$ cat src/rtl/interrupt_controller_pkg.sv
// Shared types and constants for the 68000-style interrupt controller.
package interrupt_controller_pkg;

    typedef enum logic [1:0] {
        IDLE  = 2'd0,
        LATCH = 2'd1,
        ACK   = 2'd2
    } state_t;

    localparam logic [1:0] PEND  = 2'd0;
    localparam logic [1:0] MASK  = 2'd1;
    localparam logic [1:0] VBASE = 2'd2;
    localparam logic [1:0] STAT  = 2'd3;

    localparam logic [2:0] SPURIOUS_IDX = 3'd7;

    // Priority level of the highest active source (index+1), 0 when none.
    function automatic logic [2:0] prio_level(input logic [6:0] act);
        logic [2:0] lvl;
        lvl = 3'd0;
        for (int i = 0; i < 7; i++) begin
            if (act[i]) lvl = 3'(i + 1);
        end
        return lvl;
    endfunction

endpackage

$ cat src/rtl/interrupt_controller_if.sv
// Register bus and CPU acknowledge signals of the interrupt controller.
interface interrupt_controller_if;
    logic       wr_en;
    logic [1:0] addr;
    logic [7:0] wdata;
    logic [7:0] rdata;
    logic       iack;
    logic [2:0] ipl_n;
    logic [7:0] vector;
    logic       vector_valid;

    modport master (
        output wr_en, addr, wdata, iack,
        input  rdata, ipl_n, vector, vector_valid
    );

    modport slave (
        input  wr_en, addr, wdata, iack,
        output rdata, ipl_n, vector, vector_valid
    );
endinterface

$ cat src/rtl/interrupt_controller_source.sv
// One interrupt source: optional 2-flop synchronizer, rising-edge detect and
// pending bit. Macro INTC_INPUT_SYNC_EN enables the synchronizer.
module intc_source (
    input  logic clock,
    input  logic reset_n,
    input  logic i_irq,
    input  logic i_clr,
    output logic o_pending
);
    logic w_samp;
    logic w_rise;
    logic r_prev;
    logic r_pending;

`ifdef INTC_INPUT_SYNC_EN
    logic r_sync1;
    logic r_sync2;

    // Two-stage synchronizer for an asynchronous request line.
    always_ff @(posedge clock or negedge reset_n) begin
        if (!reset_n) begin
            r_sync1 <= 1'b0;
            r_sync2 <= 1'b0;
        end else begin
            r_sync1 <= i_irq;
            r_sync2 <= r_sync1;
        end
    end

    assign w_samp = r_sync2;
`else
    assign w_samp = i_irq;
`endif

    assign w_rise = w_samp & ~r_prev;

    // Edge history and pending bit; a new edge wins over a same-cycle clear.
    always_ff @(posedge clock or negedge reset_n) begin
        if (!reset_n) begin
            r_prev    <= 1'b0;
            r_pending <= 1'b0;
        end else begin
            r_prev    <= w_samp;
            r_pending <= w_rise | (r_pending & ~i_clr);
        end
    end

    assign o_pending = r_pending;
endmodule

$ cat src/rtl/interrupt_controller.sv
// 7-source interrupt controller producing 68000 IPL and acknowledge vectors.
// Macro INTC_INPUT_SYNC_EN adds input synchronizers in each source.
module interrupt_controller
    import interrupt_controller_pkg::*;
#(
    parameter logic [7:0] VEC_BASE_RESET = 8'h40
) (
    input  logic                   clock,
    input  logic                   reset_n,
    input  logic [6:0]             irq_in,
    interrupt_controller_if.slave  bus
);
    logic [6:0] w_pending;
    logic [6:0] w_active;
    logic [6:0] w_clr;
    logic [6:0] w_ack_clr;
    logic [6:0] w_wr_clr;
    logic [2:0] w_level;
    logic [2:0] w_winner;
    logic       w_capture;
    state_t     w_next;

    state_t     r_state;
    logic       r_iack_d;
    logic [7:0] r_mask;
    logic [4:0] r_vbase;
    logic [2:0] r_ipl_n;
    logic [7:0] r_vector;

    for (genvar g = 0; g < 7; g++) begin : g_src
        intc_source u_src (
            .clock     (clock),
            .reset_n   (reset_n),
            .i_irq     (irq_in[g]),
            .i_clr     (w_clr[g]),
            .o_pending (w_pending[g])
        );
    end

    assign w_active  = w_pending & r_mask[6:0];
    assign w_level   = prio_level(w_active);
    assign w_winner  = (w_level == 3'd0) ? SPURIOUS_IDX : (w_level - 3'd1);
    assign w_ack_clr = (w_capture && (w_level != 3'd0)) ? (7'd1 << w_winner) : 7'd0;
    assign w_wr_clr  = (bus.wr_en && (bus.addr == PEND)) ? bus.wdata[6:0] : 7'd0;
    assign w_clr     = w_ack_clr | w_wr_clr;

    // Acknowledge FSM next state; capture fires on the LATCH->ACK step.
    always_comb begin
        w_next    = r_state;
        w_capture = 1'b0;
        case (r_state)
            IDLE: begin
                if (bus.iack && !r_iack_d) w_next = LATCH;
            end
            LATCH: begin
                if (!bus.iack) begin
                    w_next = IDLE;
                end else begin
                    w_next    = ACK;
                    w_capture = 1'b1;
                end
            end
            ACK: begin
                if (!bus.iack) w_next = IDLE;
            end
            default: w_next = IDLE;
        endcase
    end

    // FSM state and iack history for rising-edge detection.
    always_ff @(posedge clock or negedge reset_n) begin
        if (!reset_n) begin
            r_state  <= IDLE;
            r_iack_d <= 1'b0;
        end else begin
            r_state  <= w_next;
            r_iack_d <= bus.iack;
        end
    end

    // Writable configuration registers.
    always_ff @(posedge clock or negedge reset_n) begin
        if (!reset_n) begin
            r_mask  <= 8'h00;
            r_vbase <= VEC_BASE_RESET[7:3];
        end else if (bus.wr_en) begin
            if (bus.addr == MASK)  r_mask  <= bus.wdata;
            if (bus.addr == VBASE) r_vbase <= bus.wdata[7:3];
        end
    end

    // Registered IPL and the vector captured at acknowledge.
    always_ff @(posedge clock or negedge reset_n) begin
        if (!reset_n) begin
            r_ipl_n  <= 3'b111;
            r_vector <= 8'h00;
        end else begin
            r_ipl_n <= ~w_level;
            if (w_capture) r_vector <= {r_vbase, w_winner};
        end
    end

    // Combinational register read mux.
    always_comb begin
        bus.rdata = 8'h00;
        case (bus.addr)
            PEND:    bus.rdata = {1'b0, w_pending};
            MASK:    bus.rdata = r_mask;
            VBASE:   bus.rdata = {r_vbase, 3'b000};
            STAT:    bus.rdata = {5'b00000, w_level};
            default: bus.rdata = 8'h00;
        endcase
    end

    assign bus.ipl_n        = r_ipl_n;
    assign bus.vector       = r_vector;
    assign bus.vector_valid = (r_state == ACK);
endmodule

$ cat src/flat_wrapper.sv
// flat-port wrapper written by rule: the top's interface ports become plain ports
module interrupt_controller_flat import interrupt_controller_pkg::*;
#(
    parameter logic [7:0] VEC_BASE_RESET = 8'h40
)
  (clock, reset_n, irq_in, bus_wr_en, bus_addr, bus_wdata, bus_iack, bus_rdata, bus_ipl_n, bus_vector, bus_vector_valid);
  interrupt_controller_if bus_i ();
  input  logic clock;
  input  logic reset_n;
  input  logic [6:0] irq_in;
  input wire logic [$bits(bus_i.wr_en)-1:0] bus_wr_en;
  input wire logic [$bits(bus_i.addr)-1:0] bus_addr;
  input wire logic [$bits(bus_i.wdata)-1:0] bus_wdata;
  input wire logic [$bits(bus_i.iack)-1:0] bus_iack;
  output wire logic [$bits(bus_i.rdata)-1:0] bus_rdata;
  output wire logic [$bits(bus_i.ipl_n)-1:0] bus_ipl_n;
  output wire logic [$bits(bus_i.vector)-1:0] bus_vector;
  output wire logic [$bits(bus_i.vector_valid)-1:0] bus_vector_valid;
  assign bus_i.wr_en = bus_wr_en;
  assign bus_i.addr = bus_addr;
  assign bus_i.wdata = bus_wdata;
  assign bus_i.iack = bus_iack;
  assign bus_rdata = bus_i.rdata;
  assign bus_ipl_n = bus_i.ipl_n;
  assign bus_vector = bus_i.vector;
  assign bus_vector_valid = bus_i.vector_valid;
  interrupt_controller #(.VEC_BASE_RESET(VEC_BASE_RESET)) u_core (.clock(clock), .reset_n(reset_n), .irq_in(irq_in), .bus(bus_i));
endmodule
$ cat config.mk
export PLATFORM = sky130hd
export DESIGN_NAME = interrupt_controller_flat
export DESIGN_NICKNAME = d
export VERILOG_FILES = /design/src/rtl/interrupt_controller_pkg.sv /design/src/rtl/interrupt_controller_if.sv /design/src/rtl/interrupt_controller_source.sv /design/src/rtl/interrupt_controller.sv /design/src/flat_wrapper.sv
export SDC_FILE = /design/constraint.sdc
export NUM_CORES = 1
export LEC_CHECK = 0
export CAP_MARGIN = 20
export CORE_UTILIZATION = 50
export CTS_CLUSTER_DIAMETER = 120
export DETAILED_ROUTE_END_ITERATION = 10
export GPL_TIMING_DRIVEN = 0
export MAX_ROUTING_LAYER = met4
export PLACE_DENSITY = 0.86
export SLEW_MARGIN = 10
export SYNTH_ARGS = -nofsm -noshare
export SYNTH_HDL_FRONTEND = slang
export SYNTH_SLANG_ARGS = --single-unit
$ cat constraint.sdc
create_clock -name clock -period 2.63 [get_ports clock]
set_input_delay 0.3945 -clock clock [delete_from_list [all_inputs] [get_ports clock]]
set_output_delay 0.3945 -clock clock [all_outputs]
set_load 0.03 [all_outputs]
# After elaboration in Yosys (flattened, before gate mapping)
# Index checks and enable logic that the tools add are counted.
[word_totals] wordCells=95 ff_bits=41
[classes] n_shift=1 n_bitwise=38 muxes=17 add_sub_neg=1 n_eq_ne=7 reduce_logical=11
[ops] operator="one-hot mux 8 bit (4 select lines)" count=1
[ops] operator="two-way mux 3 bit" count=7
[ops] operator="bitwise AND 1 bit" count=14
[ops] operator="two-way mux 7 bit" count=2
[ops] operator="NOT 1 bit" count=14
[ops] operator="bitwise AND 7 bit" count=1
[ops] operator="bitwise OR 1 bit" count=7
[ops] operator="bitwise OR 7 bit" count=1
[ops] operator="left shift 1 x 3 -> 7 bit, first input constant" count=1
[ops] operator="equality test 2 bit, second input constant" count=3
[ops] operator="two-way mux 2 bit" count=3
[ops] operator="one-hot mux 2 bit (3 select lines)" count=1
[ops] operator="AND reduction 2 bit" count=3
[ops] operator="equality test 2 x 1 -> 1 bit, second input constant" count=2
[ops] operator="zero test 2 bit" count=2
[ops] operator="logical AND 1 bit" count=3
[ops] operator="zero test 3 bit" count=1
[ops] operator="two-way mux 1 bit" count=3
[ops] operator="NOT 3 bit" count=1
[ops] operator="nonzero test 3 bit" count=1
[ops] operator="subtractor 3 x 1 -> 3 bit, second input constant" count=1
[ops] operator="!= test 2 x 1 -> 1 bit, second input constant" count=1
[ops] operator="!= test 2 bit, second input constant" count=1
[ops] operator="zero test 1 bit" count=1

# Longest topological paths before layout
# Gate-level depths: netlist of the first run.
[logic_depth] ltp_word=16 mapped_depth=8

# By module
# A second synthesis of the first run with hierarchy kept.
[unflattened] cells_unflattened=160 area_unflattened_um2=1950.6
[by_module_without_submodules] mod="interrupt_controller" instances=1 area_per_inst_um2=1460.2 cells_per_inst=125 seq_area_each_um2=680.7
[by_module_without_submodules] mod="intc_source" instances=7 area_per_inst_um2=70.1 cells_per_inst=5 seq_area_each_um2=50.0

# Least setup slack after synthesis of the first run
# No wires, ideal clock.
[synth_timing] path_type="reg2reg" from="register u_core.g_src[5].u_src.r_pending" to="register u_core.g_src[4].u_src.r_pending" required_ns=2.509 t_arrival_ns=1.988 setup_ns=0.121 stages_incl_launch_ff=8 setup_slack_ns=0.520 cell_sequence="dfrtp_1 -> a22oi_2 -> a21boi_0 -> ha_1 -> nand3_1 -> o32ai_2 -> nand2_1 -> a32o_2"
[synth_between] elab_chain_cells=11 word_cells_on_any_way=14 cone_classes="add/sub: 1; shift: 1; mux: 4; bitwise: 5; reduce/logical: 3"
[synth_rtl] element="start, declared" line_no="interrupt_controller_source.sv:13" rtl="logic r_pending;"
[synth_rtl] element="start signal, assigned" line_no="interrupt_controller_source.sv:44" rtl="r_pending <= w_rise | (r_pending & ~i_clr);"
[synth_rtl] element="bitwise AND 7 bit *" line_no="interrupt_controller.sv:40" rtl="assign w_active = w_pending & r_mask[6:0];"
[synth_rtl] element="two-way mux 3 bit * (2 in a row)" line_no="interrupt_controller_pkg.sv:22" rtl="if (act[i]) lvl = 3'(i + 1);"
[synth_rtl] element="subtractor 3 x 1 -> 3 bit or zero test 3 bit (tied branches)" line_no="interrupt_controller.sv:42" rtl="assign w_winner = (w_level == 3'd0) ? SPURIOUS_IDX : (w_level - 3'd1);"
[synth_rtl] element="two-way mux 3 bit" line_no="interrupt_controller.sv:42"
[synth_rtl] element="left shift 1 x 3 -> 7 bit" line_no="interrupt_controller.sv:43" rtl="assign w_ack_clr = (w_capture && (w_level != 3'd0)) ? (7'd1 << w_winner) : 7'd0;"
[synth_rtl] element="two-way mux 7 bit *" line_no="interrupt_controller.sv:43"
[synth_rtl] element="bitwise OR 7 bit *" line_no="interrupt_controller.sv:45" rtl="assign w_clr = w_ack_clr | w_wr_clr;"
[synth_rtl] element="NOT 1 bit *" line_no="interrupt_controller_source.sv:44"
[synth_rtl] element="bitwise AND 1 bit *" line_no="interrupt_controller_source.sv:44"
[synth_rtl] element="bitwise OR 1 bit *" line_no="interrupt_controller_source.sv:44"
[synth_rtl] element="end signal, assigned" line_no="interrupt_controller_source.sv:44"
[synth_rtl] element="end, declared" line_no="interrupt_controller_source.sv:13"
# Every way passes the cells marked *; elsewhere a longest branch is shown, timed or not.
# A chain may end at the register's enable or synchronous reset.

# Final worst setup path of the first run
[layout_timing] from="input bus_addr[0]" to="output bus_rdata[7]"
[layout_between] elab_chain_cells=2 word_cells_on_any_way=5 cone_classes="eq/ne: 3; mux: 1; reduce/logical: 1"
[layout_rtl] element="start, declared" line_no="flat_wrapper.sv:12" rtl="input wire logic [$bits(bus_i.addr)-1:0] bus_addr;"
[layout_rtl] element="equality test 2 bit, or another cell as far along" line_no="interrupt_controller.sv:106" rtl="case (bus.addr)"
[layout_rtl] element="one-hot mux 8 bit (4 select lines) *" line_no="interrupt_controller.sv:106"
[layout_rtl] element="end, declared" line_no="flat_wrapper.sv:15" rtl="output wire logic [$bits(bus_i.rdata)-1:0] bus_rdata;"
# Marks and branches as above.

==> results of run 1 <==
[flip-flops by register name (all words and copies together) (netlist names)]
signal and cells:
u_core.bus.vector 8, u_core.r_mask 8, u_core.g_src.u_src.o_pending 7, u_core.g_src.u_src.r_prev 7
u_core.r_vbase 5, u_core.bus.ipl_n 3, u_core.r_state 2, u_core.r_iack_d 1
[where the power goes]
part / internal (mW) / switching (mW) / leakage, nW
clock: 0.189 / 0.204 / 0.0395
sequential: 0.762 / 0.0834 / 0.472
combinational: 0.315 / 0.387 / 0.624
[what timing repair did]
action,4_1_cts,5_1_grt
gates resized for setup,4,8
endpoints found under the setup margin,4,5
hold endpoints to repair,0,0
[stage by stage]
step,TNS [ns],hold slack [ns],cell area [um2],cells
floorplan,0,0.0989,1870,170
global placement,0,0.390,2320,256
detailed placement,-0.108,0.325,2340,257
CTS,0,0.0184,2430,265
global route,-0.0223,0.0307,2450,265
finish,-0.00194,-0.00105,2450,265
[path summary, 6_finish.rpt]
| check | to | slack (ns) | cells after the start | from |
|---|---|---|---|---|
| setup reg to reg | u_core.g_src[4].u_src.o_pending$_DFF_PN0_ | 0.22 | 8 | u_core.g_src[4].u_src.o_pending$_DFF_PN0_ |
| max in group asynchronous | u_core.bus.ipl_n[2]$_DFF_PN1_ | 2.09 | 2 | reset_n |
| hold reg to reg | u_core.r_state[0]$_DFFE_PN0P_ | 0.40 | 1 | u_core.r_iack_d$_DFF_PN0_ |
| hold / removal | u_core.r_vbase[2]$_DFFE_PN0P_ | -0.001 | 1 | reset_n |
| min in group clock | u_core.r_state[0]$_DFFE_PN0P_ | 0.40 | 1 | u_core.r_iack_d$_DFF_PN0_ |
| setup / recovery | bus_rdata[7] | -0.002 | 5 | bus_addr[0] |
[kinds of logic (layout without fill, tap and decap cells)]
group,count (synthesis),after routing,share of synthesized area
adders and majority gates,3,3,0.0201
buffers and inverters,14,63,0.0349
and+or+nand+nor,62,62,0.150
muxes,21,21,0.124
DFF,41,41,0.553
AOI/OAI and AO/OA,28,28,0.114
xor gates and xnor gates,1,1,0.00470
[synth_stat cells, types with 2 or more instances]
master,count,area share
sky130_fd_sc_hd__a32oi_1,2,0.0094
sky130_fd_sc_hd__dfrtp_1,37,0.50
sky130_fd_sc_hd__o21ai_0,9,0.024
sky130_fd_sc_hd__nor2b_1,3,0.010
sky130_fd_sc_hd__nand3_1,4,0.011
sky130_fd_sc_hd__o211ai_1,2,0.0080
sky130_fd_sc_hd__inv_1,9,0.018
sky130_fd_sc_hd__o22ai_1,4,0.013
sky130_fd_sc_hd__mux2i_1,7,0.038
sky130_fd_sc_hd__nand2_1,45,0.091
sky130_fd_sc_hd__dfstp_2,4,0.056
sky130_fd_sc_hd__mux2_2,13,0.078
sky130_fd_sc_hd__clkbuf_1,2,0.0040
sky130_fd_sc_hd__a32o_1,3,0.016
sky130_fd_sc_hd__ha_1,3,0.020
sky130_fd_sc_hd__nand3b_1,2,0.0080
[area by class of cell]
type / count / area share
buffer: 5 / 0.0133
sequential: 41 / 0.421
inverter: 9 / 0.0138
timing repair buffer: 41 / 0.175
multi-input combinational: 115 / 0.320
tap: 46 / 0.0235
clock buffer: 8 / 0.0327
[metal layers]
metal,track usage,share of wire,up-vias
met5,-,0,-
met4,0.108,0.016,0
met3,0.0399,0.047,7
met2,0.356,0.52,47
met1,0.273,0.42,724
li1,-,-,687
==> qor.tcl, run 1 <==
set qor(run_status) {complete, but fails checks}
set qor(violations) {negative hold slack, negative setup slack}
set qor(worstPathCellList) {clkdlybuf4s50_1 > buf_2 > nand2_1 > o21ai_0 > clkdlybuf4s50_1}
set qor(routed_wirelength_um) 4160
set qor(routed_wire_length_per_instance_um) 15.7
set qor(worst_path_most_repeated_cell) {sky130_fd_sc_hd__clkdlybuf4s50_1}
set qor(postSynth.topFlopCell) {sky130_fd_sc_hd__dfrtp_1}
set qor(first_global_vias) 1422
set qor(hold_violations) 1
set qor(flow.area_growth_from_synthesis_pct) 31.2
set qor(synth_edf_count) 0
set qor(fillCellCount) 266
set qor(critPathSlowestCell) {sky130_fd_sc_hd__clkdlybuf4s50_1}
set qor(hold_buffers) 0
set qor(avgSynthCellArea_um2) 11.0
set qor(timing.final.setup_violations) 1
set qor(final_cell_mix) {45 x sky130_fd_sc_hd__nand2_1, 37 x sky130_fd_sc_hd__dfrtp_1, 32 x sky130_fd_sc_hd__clkdlybuf4s50_1, 13 x sky130_fd_sc_hd__mux2_2}
set qor(ant_nets) 0
set qor(die-height_um) 63.1
set qor(dieArea_um2) 3980
set qor(finish.net_count) 242
set qor(max_stage_delay_ns) 0.71
set qor(post_synth_num_cell_types) 37
set qor(cts_made_buffers) 5
set qor(final_global_route_overflow_total) 0
set qor(worstPathRequired_ns) 2.24
set qor(ys_ff_latch) 41
set qor(worst_path_dominant_cell_family) {buffers and inverters}
set qor(type_of_the_worst_setup_path) {in2out}
set qor(core_um2) 3440
set qor(critical_path_peak_fanout) 10
set qor(timing.clock.skew_ns) 0.0109
set qor(design_power_mw) 1.94
set qor(total_via_count_after_detailed_routing) 1465
set qor(slew_headroom) 0.319
set qor(leakage_nw) 1.13
set qor(vias_per_cell) 5.53
set qor(final_layout_size_suffix_gt1_frac) 0.164
set qor(maxClockFrequency_mhz) 380
set qor(startpoint_class_of_the_critical_path) {input port}
set qor(first_pass_iters) 4
set qor(power_per_cell_area_nw_per_um2) 793
set qor(cts_tree) {done}
set qor(insertedDiodeCount) 0
set qor(timing.critical_path.buf_inv) 3
set qor(pin_count_of_the_biggest_net_entering_global_routing) 29
set qor(grt_pass1_wl_um) 6490
set qor(detailed_route_iter0_violations) 97
set qor(clock_sink_total) 41
set qor(drc_errors) 0
set qor(yosys_warnings) 0
set qor(die_x_um) 63.1
set qor(postSynthCellCount) 170
set qor(slew_viol_final) 0
set qor(sequential_cell_area_um2) 1030
set qor(count_of_buffers_inserted_at_the_top_level_ports) 40
set qor(worst-endpoint-arrival_ns) 2.24
set qor(gp_routability_congestion) 0.866
set qor(fin_worst_hold_slack_ns) -0.00105
set qor(preCtsSetupSlack_ns) -0.0505
set qor(holdCritPathClass) {in2async}
set qor(grt.total_usage) 0.223
set qor(synth_seq_area_share) 0.553
set qor(period_minus_slack_ns) 2.63
set qor(floorplan.initialDensity) 0.542
set qor(cts-htree-levels) 2
set qor(multi_input_area_um2) 783
set qor(io_pins) 41
set qor(period_share) 1.00
set qor(peakVddDrop_mv) 0.389
set qor(insertion_delay_ns) 0.29
set qor(drv.max_cap_violation_count) 0
set qor(utilization) 0.711
set qor(clk_pin_slew_worst_paths_ns) 0.08
set qor(clock_tree.root_cell) {sky130_fd_sc_hd__clkbuf_8}
set qor(mostFrequentLayoutCell) {sky130_fd_sc_hd__nand2_1}
set qor(synthesis.nets) 194
set qor(synthArstFlopShare) 1.00
set qor(dp.final_hpwl_um) 3010
set qor(rows) 21
set qor(worst_slew_pin_slew_ns) 1.02
set qor(cts_setup_buffers) 0
set qor(syn-cell-area_um2) 1870
set qor(clock_path_buffers) 2
set qor(end_kind) {primary output}
set qor(layout_setup_ws_ns) -0.00194
set qor(antenna_found_initial) 0
(Power assumes the default switching activity.)
==> run 2, diff against run 1 <==
--- a/config.mk
+++ b/config.mk
@@ -5,7 +5,6 @@
 export SDC_FILE = /design/constraint.sdc
 export NUM_CORES = 1
 export LEC_CHECK = 0
-export CAP_MARGIN = 20
 export CORE_UTILIZATION = 50
 export CTS_CLUSTER_DIAMETER = 120
 export DETAILED_ROUTE_END_ITERATION = 10
==> results of run 2 <==
The final DEF is identical to that of run 1; final timing and power are the same.
